### src/rtl/rx_lane_controller.sv
// Receive-side lane controller for the Aurora 8b/10b link.
// Acquires lane lock on /K/ commas, flags /K/ /R/ /A/ ordered sets, strips them and reassembles
// decoded bytes into DATA_W-bit words (single-lane: one byte per cycle, bonded: one per lane).
// Inputs are registered once, then decoded; every pulse output is registered again, so a
// symbol sampled at edge n shows up after edge n+1.
// Optional feature: define RX_ERR_CNT_EN to get a saturating rx_err counter on err_count.
module rx_lane_controller #(
   parameter int unsigned N_LANES  = 4,
   parameter int unsigned SYM_W    = 8,
   parameter int unsigned DATA_W   = 32,  // must equal N_LANES*SYM_W
   parameter int unsigned LOCK_CNT = 4    // >= 1
) (
   input  logic                         clk,
   input  logic                         rst_n,
   input  logic                         single_lane,
   input  logic [$clog2(N_LANES)-1:0]   lane_select,
   input  logic [N_LANES-1:0]           ctrl_in,
   input  logic [N_LANES*SYM_W-1:0]     data_in,
   output logic                         lane_up,
   output logic                         os_k,
   output logic                         os_r,
   output logic                         os_a,
   output logic [DATA_W-1:0]            data_out,
   output logic                         data_valid,
   output logic                         rx_err,
   output logic [15:0]                  err_count
);

   localparam int unsigned SEL_W = $clog2(N_LANES);
   localparam int unsigned CNT_W = $clog2(LOCK_CNT + 1);
   localparam logic [SYM_W-1:0] K_CODE = SYM_W'(8'hBC);
   localparam logic [SYM_W-1:0] R_CODE = SYM_W'(8'h1C);
   localparam logic [SYM_W-1:0] A_CODE = SYM_W'(8'h7C);

   typedef enum logic [1:0] {StUnlocked, StLocking, StLocked} state_e;

   state_e                   state_q, state_d;
   logic [CNT_W-1:0]         lock_cnt_q, lock_cnt_d, lock_cnt_inc;
   logic                     single_q;
   logic [SEL_W-1:0]         sel_q, sel_prev_q;
   logic [N_LANES-1:0]       ctrl_q;
   logic [N_LANES*SYM_W-1:0] data_q;
   logic [SEL_W-1:0]         idx_q, idx_d, idx_eff;
   logic [DATA_W-1:0]        word_q, word_d, data_out_q, data_out_d, multi_word;
   logic                     os_k_q, os_k_d, os_r_q, os_r_d, os_a_q, os_a_d;
   logic                     data_valid_q, data_valid_d, rx_err_q, rx_err_d;
   logic                     all_k, all_r, all_a, any_ctrl, any_unknown, locked, sel_changed;
   logic                     act;
   logic [SYM_W-1:0]         sym, lane_byte;

   // Input sampling stage
   always_ff @(posedge clk or negedge rst_n) begin
      if (!rst_n) begin
         single_q   <= 1'b0;
         sel_q      <= '0;
         sel_prev_q <= '0;
         ctrl_q     <= '0;
         data_q     <= '0;
      end else begin
         single_q   <= single_lane;
         sel_q      <= lane_select;
         sel_prev_q <= sel_q;
         ctrl_q     <= ctrl_in;
         data_q     <= data_in;
      end
   end

   // Per-lane symbol decode, reduced over the active lanes
   always_comb begin
      all_k       = 1'b1;
      all_r       = 1'b1;
      all_a       = 1'b1;
      any_ctrl    = 1'b0;
      any_unknown = 1'b0;
      multi_word  = '0;
      lane_byte   = '0;
      sym         = '0;
      act         = 1'b0;
      for (int i = 0; i < N_LANES; i++) begin
         sym = data_q[i*SYM_W +: SYM_W];
         act = !single_q || (sel_q == SEL_W'(i));
         multi_word[DATA_W-1-i*SYM_W -: SYM_W] = sym;
         if (sel_q == SEL_W'(i)) lane_byte = sym;
         if (act) begin
            if (!ctrl_q[i] || sym != K_CODE) all_k = 1'b0;
            if (!ctrl_q[i] || sym != R_CODE) all_r = 1'b0;
            if (!ctrl_q[i] || sym != A_CODE) all_a = 1'b0;
            if (ctrl_q[i]) begin
               any_ctrl = 1'b1;
               if (sym != K_CODE && sym != R_CODE && sym != A_CODE) any_unknown = 1'b1;
            end
         end
      end
   end

   // Lock FSM state register
   always_ff @(posedge clk or negedge rst_n) begin
      if (!rst_n) begin
         state_q    <= StUnlocked;
         lock_cnt_q <= '0;
      end else begin
         state_q    <= state_d;
         lock_cnt_q <= lock_cnt_d;
      end
   end

   assign lock_cnt_inc = lock_cnt_q + CNT_W'(1);

   // Lock FSM next state; UNLOCKED and LOCKING share the /K/ counting path
   always_comb begin
      state_d    = state_q;
      lock_cnt_d = lock_cnt_q;
      unique case (state_q)
         StUnlocked, StLocking: begin
            if (all_k) begin
               lock_cnt_d = lock_cnt_inc;
               state_d    = (lock_cnt_inc == CNT_W'(LOCK_CNT)) ? StLocked : StLocking;
            end else begin
               lock_cnt_d = '0;
               state_d    = StUnlocked;
            end
         end
         StLocked: begin
            if (any_unknown) begin
               lock_cnt_d = '0;
               state_d    = StUnlocked;
            end
         end
         default: begin
            lock_cnt_d = '0;
            state_d    = StUnlocked;
         end
      endcase
   end

   assign locked      = (state_q == StLocked);
   assign sel_changed = single_q && (sel_q != sel_prev_q);
   assign idx_eff     = sel_changed ? '0 : idx_q;

   // Output/datapath next values: ordered-set pulses, word assembly, error pulses
   always_comb begin
      os_k_d       = all_k;
      os_r_d       = all_r;
      os_a_d       = all_a;
      data_valid_d = 1'b0;
      rx_err_d     = 1'b0;
      idx_d        = idx_eff;
      word_d       = word_q;
      data_out_d   = data_out_q;
      if (!locked) begin
         idx_d = '0;
      end else if (any_unknown) begin
         // Covers the fragment case too: a single pulse whether or not a word was in flight
         rx_err_d = 1'b1;
         idx_d    = '0;
      end else if (!any_ctrl) begin
         if (single_q) begin
            word_d[DATA_W-1-int'(idx_eff)*SYM_W -: SYM_W] = lane_byte;
            if (idx_eff == SEL_W'(N_LANES - 1)) begin
               data_out_d   = word_d;
               data_valid_d = 1'b1;
               idx_d        = '0;
            end else begin
               idx_d = idx_eff + SEL_W'(1);
            end
         end else begin
            data_out_d   = multi_word;
            data_valid_d = 1'b1;
            idx_d        = '0;
         end
      end else if (!(all_k || all_r || all_a)) begin
         // Bonded lanes disagree (mixed K-codes or mixed control/data)
         rx_err_d = 1'b1;
      end
   end

   // Datapath and pulse registers
   always_ff @(posedge clk or negedge rst_n) begin
      if (!rst_n) begin
         idx_q        <= '0;
         word_q       <= '0;
         data_out_q   <= '0;
         os_k_q       <= 1'b0;
         os_r_q       <= 1'b0;
         os_a_q       <= 1'b0;
         data_valid_q <= 1'b0;
         rx_err_q     <= 1'b0;
      end else begin
         idx_q        <= idx_d;
         word_q       <= word_d;
         data_out_q   <= data_out_d;
         os_k_q       <= os_k_d;
         os_r_q       <= os_r_d;
         os_a_q       <= os_a_d;
         data_valid_q <= data_valid_d;
         rx_err_q     <= rx_err_d;
      end
   end

`ifdef RX_ERR_CNT_EN
   logic [15:0] err_cnt_q;

   // Saturating error counter, stepped alongside the rx_err pulse it counts
   always_ff @(posedge clk or negedge rst_n) begin
      if (!rst_n) begin
         err_cnt_q <= '0;
      end else if (rx_err_d && err_cnt_q != 16'hFFFF) begin
         err_cnt_q <= err_cnt_q + 16'd1;
      end
   end

   assign err_count = err_cnt_q;
`else
   assign err_count = 16'h0000;
`endif

   assign lane_up    = locked;
   assign os_k       = os_k_q;
   assign os_r       = os_r_q;
   assign os_a       = os_a_q;
   assign data_out   = data_out_q;
   assign data_valid = data_valid_q;
   assign rx_err     = rx_err_q;

endmodule
### config.mk
export PLATFORM = sky130hd
export DESIGN_NAME = rx_lane_controller
export DESIGN_NICKNAME = d
export VERILOG_FILES = /design/src/rtl/rx_lane_controller.sv
export SDC_FILE = /design/constraint.sdc
export NUM_CORES = 1
export LEC_CHECK = 0
export BUFFER_PORTS_ARGS = -buffer_cell sky130_fd_sc_hd__buf_4
export CAP_MARGIN = 25
export CORE_MARGIN = 3
export CORE_UTILIZATION = 41
export CTS_CLUSTER_DIAMETER = 150
export CTS_CLUSTER_SIZE = 28
export DETAILED_ROUTE_END_ITERATION = 10
export PLACE_DENSITY = 0.59
export RECOVER_POWER = 25
export SETUP_SLACK_MARGIN = 0.2
export SYNTH_ARGS = -nofsm -noshare
export SYNTH_HDL_FRONTEND = slang
export SYNTH_SLANG_ARGS = --single-unit
### constraint.sdc
create_clock -name clk -period 2.75 [get_ports clk]
set_input_delay 0.1375 -clock clk [delete_from_list [all_inputs] [get_ports clk]]
set_output_delay 0.1375 -clock clk [all_outputs]
set_load 0.02 [all_outputs]
==> metrics.yaml, run 1 <==
critical_path:
  path_class: "flip-flop to flip-flop"
  rr_endpoint: "word_q[17]"
  crit_required_ns: 3.04
  cpMostUsedCell: "nand2_1"
  arrival_ns: 2.68
  crit_chain: "buf_4 -> o21ai_1 -> nand2_1 -> and4_4 -> nand2_1 -> a22o_1"
  critical_path.slowest_cell: "buf_4"
  r2r_setup_slack_ns: 0.36
  cp-end-kind: "flip-flop"
  r2r_start: "single_q"
  max_stage_delay_ns: 0.50
  rr_worst_depth: 6
  startpoint_type: "flip-flop"
  cp_max_fo: 53
worst_hold_path:
  worstHoldStart: "data_in[30]"
  min_path_cells: 2
  min_to: "data_q[30]"
  hold_class: "primary input to flip-flop"
floorplanning:
  fp-row-count: 41
  die_height_um: 122.2
  ios: 95
  die_w_um: 122.2
  core_um2: 12930
  dieArea_um2: 14940
  initial_core_util: 0.4286
drt:
  drt_iter0_markers: 465
  drc_errors: 0
  viasPerCell: 5.556
  routed_wl_um: 15430
  wire_per_inst_um: 19.68
  ant_nets: 0
  vias: 4356
  drt_first_pass_iters: 6
placed_design:
  pre_cts_ws_ns: 0.1253
  io_buffers: 78
  post_dp_cell_area_um2: 6176
  place.gp.congestion: 0.8573
  dp_hpwl_um: 10530
final_layout:
  diodes: 0
  layout_commonest_cell: "dfrtp_1"
  design_area_um2: 7178
  layout_common_cells: "dfrtp_1 (117), nand2_1 (49), buf_4 (47)"
  nets: 646
  drive_above_1_share: 0.2647
  utilization: 0.5553
  syn_to_final_growth_pct: 29.56
global_routing:
  met1_usage: 0.2899
  use_met2: 0.3415
  gr-usage-met3: 0.06728
  antenna_found_initial: 0
  first_global_vias: 4353
  grt_max_degree: 59
  grt_first_pass_wirelength_um: 24650
  overflow: 0
  grtUsageTotal: 0.2205
  top_usage_layer: "met2"
synthesis:
  async_flop_share: 1.000
  synth_top_family_by_area: "compound AO/OA/AOI/OAI gates"
  yosys.area.top_type: "dfrtp_1"
  syn_inst: 480
  synth_compound_area_frac: 0.2184
  ys.flop_type: "dfrtp_1"
  ys_seq_area_frac: 0.5285
  synth-edff-count: 0
  synth_top_area_frac: 0.5285
  ys_seq_elements: 117
  syn_area_um2: 5540
  yosys.area_share.simple: 0.1150
  syn_avg_cell_area_um2: 11.54
  yosysUniqueCellTypes: 63
  yosys.area_share.adder: 0.01355
  synth_mux_area_frac: 0.03839
  synthXorXnorAreaFrac: 0.009485
  synth_area_leaders: "dfrtp_1 (53%), a22o_1 (3.8%), nand2_1 (3.3%)"
  yosysWarningCount: 0
outcome:
  status: "complete, but fails checks"
  violations: "capacitance limit, slew limit"
sta:
  hold_violations: 0
  relSlewSlack: -0.006260
  period_needed_ns: 2.388
  finalSetupTns_ns: 0
  slew_violations: 58
  worst_slew_pin_slew_ns: 1.509
  final_critical_path_setup_slack_ns: 0.3619
  rsz0062_at_grt: "no"
  fmax_mhz: 418.7
  min_period_over_period: 0.8684
  hold_slack_ns: 0.3829
  finalClockSkew_ns: 0.009428
  setup_violations: 0
clocking:
  numCtsBuffers: 17
  cts_tree: "built"
  clk_latency_ns: 0.42
  numClockSinks: 117
  cts_buffer_depth: 2
  clk_pin_slew_ns: 0.05
  htree_levels: 4
  cts-root-buf: "clkbuf_16"
flow_run:
  max_cap_violations: 1
pwr:
  peakVddDrop_mv: 0.3865
  leakage_uw: 0.003265
  power_density_nw_per_um2: 608.3
## stage by stage
step	std cells	total power [uW]
floorplan	495	2007
global placement	711	2145
detailed placement	711	2149
CTS	783	4400
global route	784	4525
finish	784	4367
## power breakdown
part	internal (uW)	switching (uW)
Combinational	149	209
Clock	1400	801
Sequential	1750	52.3
## layer usage
layer	up-vias	share of wire	wire, um
met2	166	0.49	7542
met4	0	0.024	376
li1	1996	-	-
met3	25	0.062	951
met5	-	0	0
met1	2169	0.43	6562
## cell families after synthesis
logic type      after synthesis
compound gates              151
xor+xnor                      6
fa+ha+maj                     6
buf+inv                      73
flops                       117
mux                          11
other cells                   1
simple gates                115
## worst max-delay path, delay by kind of cell, from the launching register on
family	cells	cell delay, ns
flops	1	0.40
compound gates	2	0.57
simple gates	3	0.80
buf+inv	1	0.50
## flip-flops by register name (all words and copies together) (netlist names)
name and count:
data_out 32, data_q 32, word_q 32, ctrl_q 4, lock_cnt_q 3, idx_q 2, sel_prev_q 2, sel_q 2
state_q 2, data_valid 1, os_a 1, os_k 1, os_r 1, rx_err 1, single_q 1
## how the worst max path moves through the flow
stage,start,to,cells past startpoint
3_3_place_gp,sel_q[1],word_q[9],8
6_report,single_q,word_q[17],6
4_1_cts,sel_q[1],data_out[4],9
2_1_floorplan,sel_q[0],word_q[16],14
3_5_place_dp,sel_q[1],word_q[17],8
5_1_grt,sel_q[0],data_out[10],9
## synth_stat cells, types with 3 or more instances
cell type    n
a21oi_1      5
a221oi_1     9
a222oi_1     7
a22o_1      24
a31oi_1     10
a32o_1       8
a41o_1       7
and3b_1      3
buf_2        7
buf_4       21
buf_6        8
clkbuf_1     7
dfrtp_1    117
ha_1         6
inv_1       25
inv_2        3
mux4_2       8
nand2_1     49
nand2b_1     3
nand3_1      3
nand3b_1     4
nand4_1      3
nor2_1      24
nor4_1       4
nor4_2       3
o21ai_0     23
o21ai_1     18
o22ai_1      3
o31ai_1      9
o31ai_2      8
xor2_1       5
## repair_timing
| item | in CTS | in global routing |
|---|---|---|
| hold endpoints to repair | 95 | 0 |
| buffers inserted | 0 | 1 |
| pin swaps | 0 | 1 |
| setup endpoints to repair | 8 | 48 |
| resized for setup | 1 | 3 |
| gates cloned | 0 | 0 |
| hold buffers | 40 | 0 |
## layout make-up
type	count	area [um2]
Clock buffer	20	466.7
Clock inverter	12	128.9
Fill cell	1107	5749
Inverter	28	105.1
Multi-Input combinational cell	305	2256
Sequential cell	117	2928
Tap cell	172	215.2
Timing Repair Buffer	130	1079
No activity file was read; power rests on OpenSTA's default activity.
==> run 2, diff against run 1 <==
--- a/config.mk
+++ b/config.mk
@@ -5,6 +5,7 @@
 export SDC_FILE = /design/constraint.sdc
 export NUM_CORES = 1
 export LEC_CHECK = 0
+export ABC_AREA = 1
 export BUFFER_PORTS_ARGS = -buffer_cell sky130_fd_sc_hd__buf_4
 export CAP_MARGIN = 25
 export CORE_MARGIN = 3
@@ -12,7 +13,7 @@
 export CTS_CLUSTER_DIAMETER = 150
 export CTS_CLUSTER_SIZE = 28
 export DETAILED_ROUTE_END_ITERATION = 10
-export PLACE_DENSITY = 0.59
+export PLACE_DENSITY = 0.61
 export RECOVER_POWER = 25
 export SETUP_SLACK_MARGIN = 0.2
 export SYNTH_ARGS = -nofsm -noshare
==> constraint.sdc (replaced) <==
create_clock -name clk -period 2.18 [get_ports clk]
set_input_delay 0.109 -clock clk [delete_from_list [all_inputs] [get_ports clk]]
set_output_delay 0.109 -clock clk [all_outputs]
set_load 0.02 [all_outputs]
==> run 2 against run 1 <==
- the run now ends clean
- critical path depth increased by 8
- sequential power increased by 26%
- first-iteration DRC count decreased by 14%
- routed wire length increased by 14%
- synthesized area increased by 5.2%
- setup slack got worse by 0.13 ns
- die area increased by 4.9%
- utilization increased by 5.5 points
- count of clock-buffer cells in the layout unchanged
- non-clock buffer count increased by 23
- critical path type unchanged
- largest cell class unchanged
- largest power group unchanged
==> metrics.yaml, run 2 <==
sta:
  finalClockSkew_ns: 0.006274  # -0.003154 ns
  fmax_mhz: 512.4  # +22%
  finalSetupTns_ns: 0  # unchanged
  final_critical_path_setup_slack_ns: 0.2285  # -0.1334 ns
  hold_violations: 0  # unchanged
  slew_violations: 0  # -100%
  relSlewSlack: 0.3443  # +0.3506
  worst_slew_pin_slew_ns: 0.9835  # -0.5259 ns
  setup_violations: 0  # unchanged
  rsz0062_at_grt: "yes"
  period_needed_ns: 1.951  # -0.4366 ns
  min_period_over_period: 0.8952  # +0.02676
synthesis:
  ys_seq_elements: 117  # unchanged
  syn_avg_cell_area_um2: 7.597  # -34%
  synth_area_leaders: "dfrtp_1 (50%), nand2_1 (16%), a21oi_1 (6.3%)"
  synth_top_area_frac: 0.5025  # -0.02599
  synth.most_common_cell: "nand2_1"
  yosys.area.top_type: "dfrtp_1"
  synth-edff-count: 0  # unchanged
  yosysUniqueCellTypes: 29  # -54%
  yosysWarningCount: 0  # unchanged
  async_flop_share: 1.000  # unchanged
  synth_common_cells: "nand2_1 (242), dfrtp_1 (117), inv_1 (85), nor2_1 (77), a21oi_1 (73)"
  syn_inst: 767  # +60%
  syn_area_um2: 5827  # +5.2%
  ys.flop_type: "dfrtp_1"
  ys_seq_area_frac: 0.5025  # -0.02599
final_layout:
  layout_common_cells: "nand2_1 (226), dfrtp_1 (115), inv_1 (83)"
  drive_above_1_share: 0.2619  # -0.002801
  syn_to_final_growth_pct: 42.11
  nets: 960  # +49%
  design_area_um2: 8280  # +15%
  diodes: 0  # unchanged
  layout_commonest_cell: "nand2_1"
clocking:
  cts-root-buf: "clkbuf_16"
  numCtsBuffers: 17  # unchanged
  clk_pin_slew_ns: 0.05  # about the same
  cts_buffer_depth: 2  # unchanged
  clk_latency_ns: 0.42  # about the same
  htree_levels: 4  # unchanged
  numClockSinks: 117  # unchanged
  cts_tree: "built"
drt:
  routed.top_layer: "met4"
  dr_wl_met2_um: 8481  # +12%
  vias: 5586  # +28%
  drt_first_pass_iters: 5  # -1
  drc_errors: 0  # unchanged
  wl_met3_um: 1272  # +34%
  drt_iter0_markers: 400  # -14%
  wl_met1_um: 7479  # +14%
  routed_wl_um: 17620  # +14%
  viasPerCell: 5.078  # -8.6%
  wire_per_inst_um: 16.01  # -19%
  ant_nets: 0  # unchanged
critical_path:
  cp-end-kind: "flip-flop"
  startpoint_type: "flip-flop"
  arrival_ns: 2.26  # -0.42 ns
  path_class: "flip-flop to flip-flop"
  crit_required_ns: 2.48  # -0.56 ns
  cp_max_fo: 7  # -87%
global_routing:
  grt_max_degree: 55  # -6.8%
  grt_first_pass_wirelength_um: 27690  # +12%
  antenna_found_initial: 0  # unchanged
  overflow: 0  # unchanged
  first_global_vias: 5365  # +23%
  grtUsageTotal: 0.2238  # +0.003287
pwr:
  cell_internal_pwr_uw: 4201  # +27%
  power_density_nw_per_um2: 668.7  # +9.9%
  clockPowerShare: 0.501  # -0.003
  combPwrFrac: 0.088  # +0.006
  leakage_uw: 0.004060  # +24%
  p_sw_frac: 0.2413  # -0.001983
  power_switching_uw: 1336  # +26%
  peakVddDrop_mv: 0.4876  # +26%
  finalPower_uw: 5537  # +27%
  pwr-share-seq: 0.412  # -0.002
floorplanning:
  fp-row-count: 42  # +2.4%
  initial_core_util: 0.4298  # +0.001200
  core_um2: 13560  # +4.9%
  die_height_um: 125.2  # +2.4%
  ios: 95  # unchanged
  die_w_um: 125.2  # +2.4%
  dieArea_um2: 15680  # +4.9%
outcome:
  status: "complete, no violations"
placed_design:
  io_buffers: 78  # unchanged
  dp_hpwl_um: 12300  # +17%
  pre_cts_ws_ns: 0.06669  # -0.05859 ns
  place.gp.congestion: 0.9357  # +9.1%
  post_dp_cell_area_um2: 6770  # +9.6%
flow_run:
  max_cap_violations: 0  # -1
worst_hold_path:
  hold_class: "primary input to flip-flop"
-- run 2: cell types whose count changed in the layout (fill, tap and decap cells not counted), moves of 9 or more --
cell | before | now
a21oi_1 | 5 | 26
a21oi_2 | 0 | 30
a21oi_4 | 0 | 19
a221oi_1 | 9 | 0
a22o_1 | 24 | 0
a31oi_1 | 10 | 0
buf_4 | 47 | 62
inv_1 | 25 | 83
nand2_1 | 49 | 226
nand2_2 | 0 | 16
nand3_1 | 3 | 31
nor2_1 | 24 | 75
o21ai_1 | 17 | 38
o31ai_1 | 9 | 0
-- run 2: cells by family (layout without fill, tap and decap cells) --
family,after synthesis,in the layout,share of synthesized area
other cells,1,16,0.0006436
fa+ha+maj,6,6,0.01288
simple gates,374,374,0.2607
compound gates,135,135,0.1198
buf+inv,134,276,0.1035
flops,117,117,0.5025
-- run 2: through the flow --
stage	util	cells	hold slack (ns)
6_report	0.6107	1100	0.3527
4_1_cts	0.5799	1090	0.2057
5_1_grt	0.6107	1100	0.3522
3_3_place_gp	0.4994	1016	0.1029
2_1_floorplan	-	782	-0.1866
3_5_place_dp	0.4994	1016	0.1097
-- run 2: final timing paths --
kind | start | endpoint | slack (ns) | cells after the start
max | sel_q[0] | data_out[0] | 0.23 | 14
min | data_in[31] | data_q[31] | 0.35 | 2
max reg2reg | sel_q[0] | data_out[0] | 0.23 | 14
min reg2reg | lock_cnt_q[2] | lock_cnt_q[2] | 0.51 | 2
max in group asynchronous | rst_n | single_q | 0.84 | 3
min in group asynchronous | rst_n | data_q[29] | 0.38 | 2
-- run 2: metal layers --
| layer | track usage | vias up |
|---|---|---|
| met1 | 0.3047 | 2677 |
| li1 | - | 2668 |
| met4 | 0.07653 | 0 |
| met5 | 0 | - |
| met2 | 0.3559 | 209 |
| met3 | 0.04947 | 32 |
-- run 2: power groups by stage --
stage	registers (uW)	clock network [uW]	logic, uW
2_1_floorplan	2290	0	234
3_5_place_dp	2310	0	390
6_report	2280	2770	485
3_3_place_gp	2310	0	384
4_1_cts	2270	2800	457
5_1_grt	2280	2920	537
-- run 2: timing repair --
item,CTS,global route
pin swaps,1,13
endpoints found under the setup margin,64,67
resized for setup,20,67
gates cloned,1,3
hold endpoints to repair,74,0
setup buffers,3,7
hold buffers,40,0
-- run 2: cell type report --
class | count | area [um2]
fill | 1169 | 5278
sequential | 117 | 2930
multi-input combinational | 531 | 2793
timing repair buffer | 153 | 1385
clock buffer | 20 | 446.7
inverter | 93 | 372.9
tap | 176 | 220.2
clock inverter | 10 | 132.6
-- run 2: critical path, stage by stage, from the launching register on --
cell and delay (ns):
dfrtp_1 0.40, inv_2 0.08, nand2_2 0.05, nand2_2 0.06
nand2_2 0.05, nand2_4 0.10, nand2_4 0.07, inv_4 0.07
ha_4 0.16, inv_8 0.04, a21oi_4 0.20, nand2_8 0.15
buf_12 0.18, a21oi_2 0.12, a21oi_1 0.08
==> run 3, diff against run 2 <==
--- a/config.mk
+++ b/config.mk
@@ -5,7 +5,8 @@
 export SDC_FILE = /design/constraint.sdc
 export NUM_CORES = 1
 export LEC_CHECK = 0
-export ABC_AREA = 1
+export ABC_AREA = 0
+export ABC_CLOCK_PERIOD_IN_PS = 2180
 export BUFFER_PORTS_ARGS = -buffer_cell sky130_fd_sc_hd__buf_4
 export CAP_MARGIN = 25
 export CORE_MARGIN = 3
@@ -13,9 +14,10 @@
 export CTS_CLUSTER_DIAMETER = 150
 export CTS_CLUSTER_SIZE = 28
 export DETAILED_ROUTE_END_ITERATION = 10
-export PLACE_DENSITY = 0.61
+export PLACE_DENSITY = 0.62
 export RECOVER_POWER = 25
 export SETUP_SLACK_MARGIN = 0.2
+export SKIP_LAST_GASP = 1
 export SYNTH_ARGS = -nofsm -noshare
 export SYNTH_HDL_FRONTEND = slang
 export SYNTH_SLANG_ARGS = --single-unit
==> run 3 against run 2 <==
- maximum frequency is 6.0% lower
- first-iteration DRC count grew 2.3%
- flip-flop and latch count is the same
- clock power increased by 13%
- sequential power about the same
- cell count fell by 27%
- setup slack worse by 0.13 ns
- critical path depth shrank 3
- worst hold slack improved by 0.0013 ns
- utilization decreased by 2.2 points
- clock skew increased by 0.0052 ns
==> metrics.yaml, run 3 (synthesized netlist as in run 1, its figures left out) <==
final_layout:
  nets: 667  # -31%
  instances_no_fill: 804  # -27%
  layout_common_cells: "dfrtp_1 (117), buf_4 (62), dlygate4sd3_1 (40)"
  syn_to_final_growth_pct: 37.47
  layout_commonest_cell: "dfrtp_1"
  design_area_um2: 7616  # -8.0%
  diodes: 0  # unchanged
  drive_above_1_share: 0.3323  # +0.07037
  fillers: 1071  # -8.4%
critical_path:
  rr_worst_depth: 11  # -3
  path_class: "flip-flop to flip-flop"
  rr_endpoint: "data_out[22]"
  timing.critical_path.buf_inv: 4  # unchanged
  cp-end-kind: "flip-flop"
  max_stage_delay_ns: 0.39  # about the same
  crit_required_ns: 2.51  # +0.03 ns
  r2r_start: "sel_prev_q[0]"
  arrival_ns: 2.41  # +0.15 ns
  critical_path.slowest_cell: "dfrtp_1"
  crit_family: "buffers and inverters"
  startpoint: "sel_prev_q[0]"
  r2r_setup_slack_ns: 0.10  # -0.13 ns
  cp_max_fo: 16  # +9
  startpoint_type: "flip-flop"
  crit_chain: "xor2_2 -> o21ai_1 -> buf_4 -> nand2_4 -> inv_4 -> ha_4 -> mux2_4 -> nand4_1 -> buf_6 -> buf_16 -> o31ai_4"
floorplanning:
  dieArea_um2: 14940  # -4.7%
  die_w_um: 122.2  # -2.4%
  die_height_um: 122.2  # -2.4%
  ios: 95  # unchanged
  core_um2: 12930  # -4.7%
  initial_core_util: 0.4286  # -0.001200
  fp-row-count: 41  # -2.4%
sta:
  relSlewSlack: 0.3369  # -0.007437
  setup_violations: 0  # unchanged
  slew_violations: 0  # unchanged
  hold_violations: 0  # unchanged
  fmax_mhz: 481.5  # -6.0%
  period_needed_ns: 2.077  # +0.1256 ns
  min_period_over_period: 0.9528  # +0.05759
  rsz0062_at_grt: "yes"
  worst_slew_pin_slew_ns: 0.9946  # +0.01116 ns
  finalClockSkew_ns: 0.01147  # +0.005201 ns
pwr:
  power_density_nw_per_um2: 771.1  # +15%
  p_sw_frac: 0.2268  # -0.01450
  cell_internal_pwr_uw: 4541  # +8.1%
  pwr-share-seq: 0.389  # -0.023
  leakage_uw: 0.003450  # -15%
  combPwrFrac: 0.080  # -0.008
  power_switching_uw: 1332  # -0.32%
  peakVddDrop_mv: 0.7781  # +60%
  clockPowerShare: 0.531  # +0.030
clocking:
  clk_latency_ns: 0.43  # about the same
  cts_tree: "built"
  numClockSinks: 117  # unchanged
  cts-root-buf: "clkbuf_16"
  clk_pin_slew_ns: 0.05  # about the same
  htree_levels: 4  # unchanged
  numCtsBuffers: 17  # unchanged
  cts_buffer_depth: 2  # unchanged
drt:
  vias: 4472  # -20%
  drt_first_pass_iters: 7  # +2
  drt_iter0_markers: 409  # +2.3%
  routed.top_layer: "met4"
  wl_met3_um: 1329  # +4.5%
  drc_errors: 0  # unchanged
  routed_wl_um: 16230  # -7.9%
  wl_met1_um: 6744  # -9.8%
  ant_nets: 0  # unchanged
  wire_per_inst_um: 20.18  # +26%
  viasPerCell: 5.562  # +9.5%
  dr_wl_met2_um: 7771  # -8.4%
placed_design:
  place.gp.congestion: 0.8739  # -6.6%
  dp_hpwl_um: 10800  # -12%
  dp.cells: 723  # -29%
  post_dp_cell_area_um2: 6342  # -6.3%
  io_buffers: 78  # unchanged
global_routing:
  grt_max_degree: 55  # unchanged
  grt_first_pass_wirelength_um: 25250  # -8.8%
  overflow: 0  # unchanged
  grtUsageTotal: 0.2292  # +0.005402
  antenna_found_initial: 0  # unchanged
  first_global_vias: 4589  # -14%
outcome:
  status: "complete, no violations"
worst_hold_path:
  hold_class: "primary input to flip-flop"
  min_path_cells: 2  # unchanged
  worstHoldStart: "ctrl_in[2]"
  min_to: "ctrl_q[2]"
flow_run:
  max_cap_violations: 0  # unchanged
## run 3: cell count changes in the layout (fill, tap and decap cells not counted), sizes merged, moves of 17 or more
| cell | previous run | this run |
|---|---|---|
| o31ai | 0 | 17 |
| nand3 | 32 | 3 |
| nor2 | 81 | 24 |
| a21oi | 75 | 5 |
| nand2 | 246 | 51 |
| inv | 92 | 28 |
| o21ai | 60 | 41 |
| a22o | 0 | 24 |
## run 3: timing repair
| action | in CTS | in global routing |
|---|---|---|
| hold buffers | 40 | 0 |
| pin swaps | 3 | 3 |
| hold endpoints to repair | 75 | 0 |
| setup buffers | 4 | 2 |
| gates resized for setup | 16 | 8 |
| setup endpoints to repair | 56 | 63 |
| gates cloned | 3 | 1 |
## run 3: power by group through the flow
| stage | sequential (uW) | combinational (uW) | clock (uW) |
|---|---|---|---|
| CTS | 2280 | 471 | 3160 |
| finish | 2280 | 470 | 3120 |
| global route | 2280 | 513 | 3260 |
| floorplan | 2280 | 251 | 0 |
| detailed placement | 2310 | 408 | 0 |
| global placement | 2310 | 403 | 0 |
## run 3: layer usage
metal	track usage	vias to the layer above
met5	0	-
met4	0.09517	0
met3	0.06037	31
met2	0.3676	215
met1	0.2961	2190
li1	-	2036
## run 3: metrics by stage
| step | hold slack (ns) | utilization | setup slack (ns) | TNS, ns | power [uW] |
|---|---|---|---|---|---|
| 2_1_floorplan | -0.1866 | - | -0.07709 | -1.105 | 2534 |
| 4_1_cts | 0.2063 | 0.5863 | 0.1232 | 0 | 5907 |
| 3_3_place_gp | 0.1119 | 0.4906 | 0.09636 | 0 | 2717 |
| 5_1_grt | 0.3500 | 0.5891 | -0.02598 | -0.04594 | 6052 |
| 3_5_place_dp | 0.1161 | 0.4906 | 0.01858 | 0 | 2722 |
| 6_report | 0.3540 | 0.5891 | 0.1030 | 0 | 5873 |
## run 3: worst reg2reg max path: stages (launching register included)
cell and delay [ns]:
dfrtp_1 0.39, xor2_2 0.18, o21ai_1 0.13, buf_4 0.16, nand2_4 0.07, inv_4 0.07
ha_4 0.14, mux2_4 0.14, nand4_1 0.12, buf_6 0.19, buf_16 0.17, o31ai_4 0.23
## run 3: final cells by class
type,count,area [um2],share of cell area
clock buffer,17,425.4,0.05586
clock inverter,14,234.0,0.03072
inverter,28,110.1,0.01446
multi-input combinational,305,2379,0.3123
sequential,117,2928,0.3844
tap,172,215.2,0.02826
timing repair buffer,151,1325,0.1740
## run 3: worst max-delay path by stage
stage	endpoint	slack, ns	cells after the start
2_1_floorplan	word_q[18]	-0.08	14
3_3_place_gp	data_out[30]	0.1	8
3_5_place_dp	data_out[1]	0.02	11
4_1_cts	data_out[22]	0.12	11
5_1_grt	data_out[5]	-0.03	12
6_report	data_out[22]	0.10	11
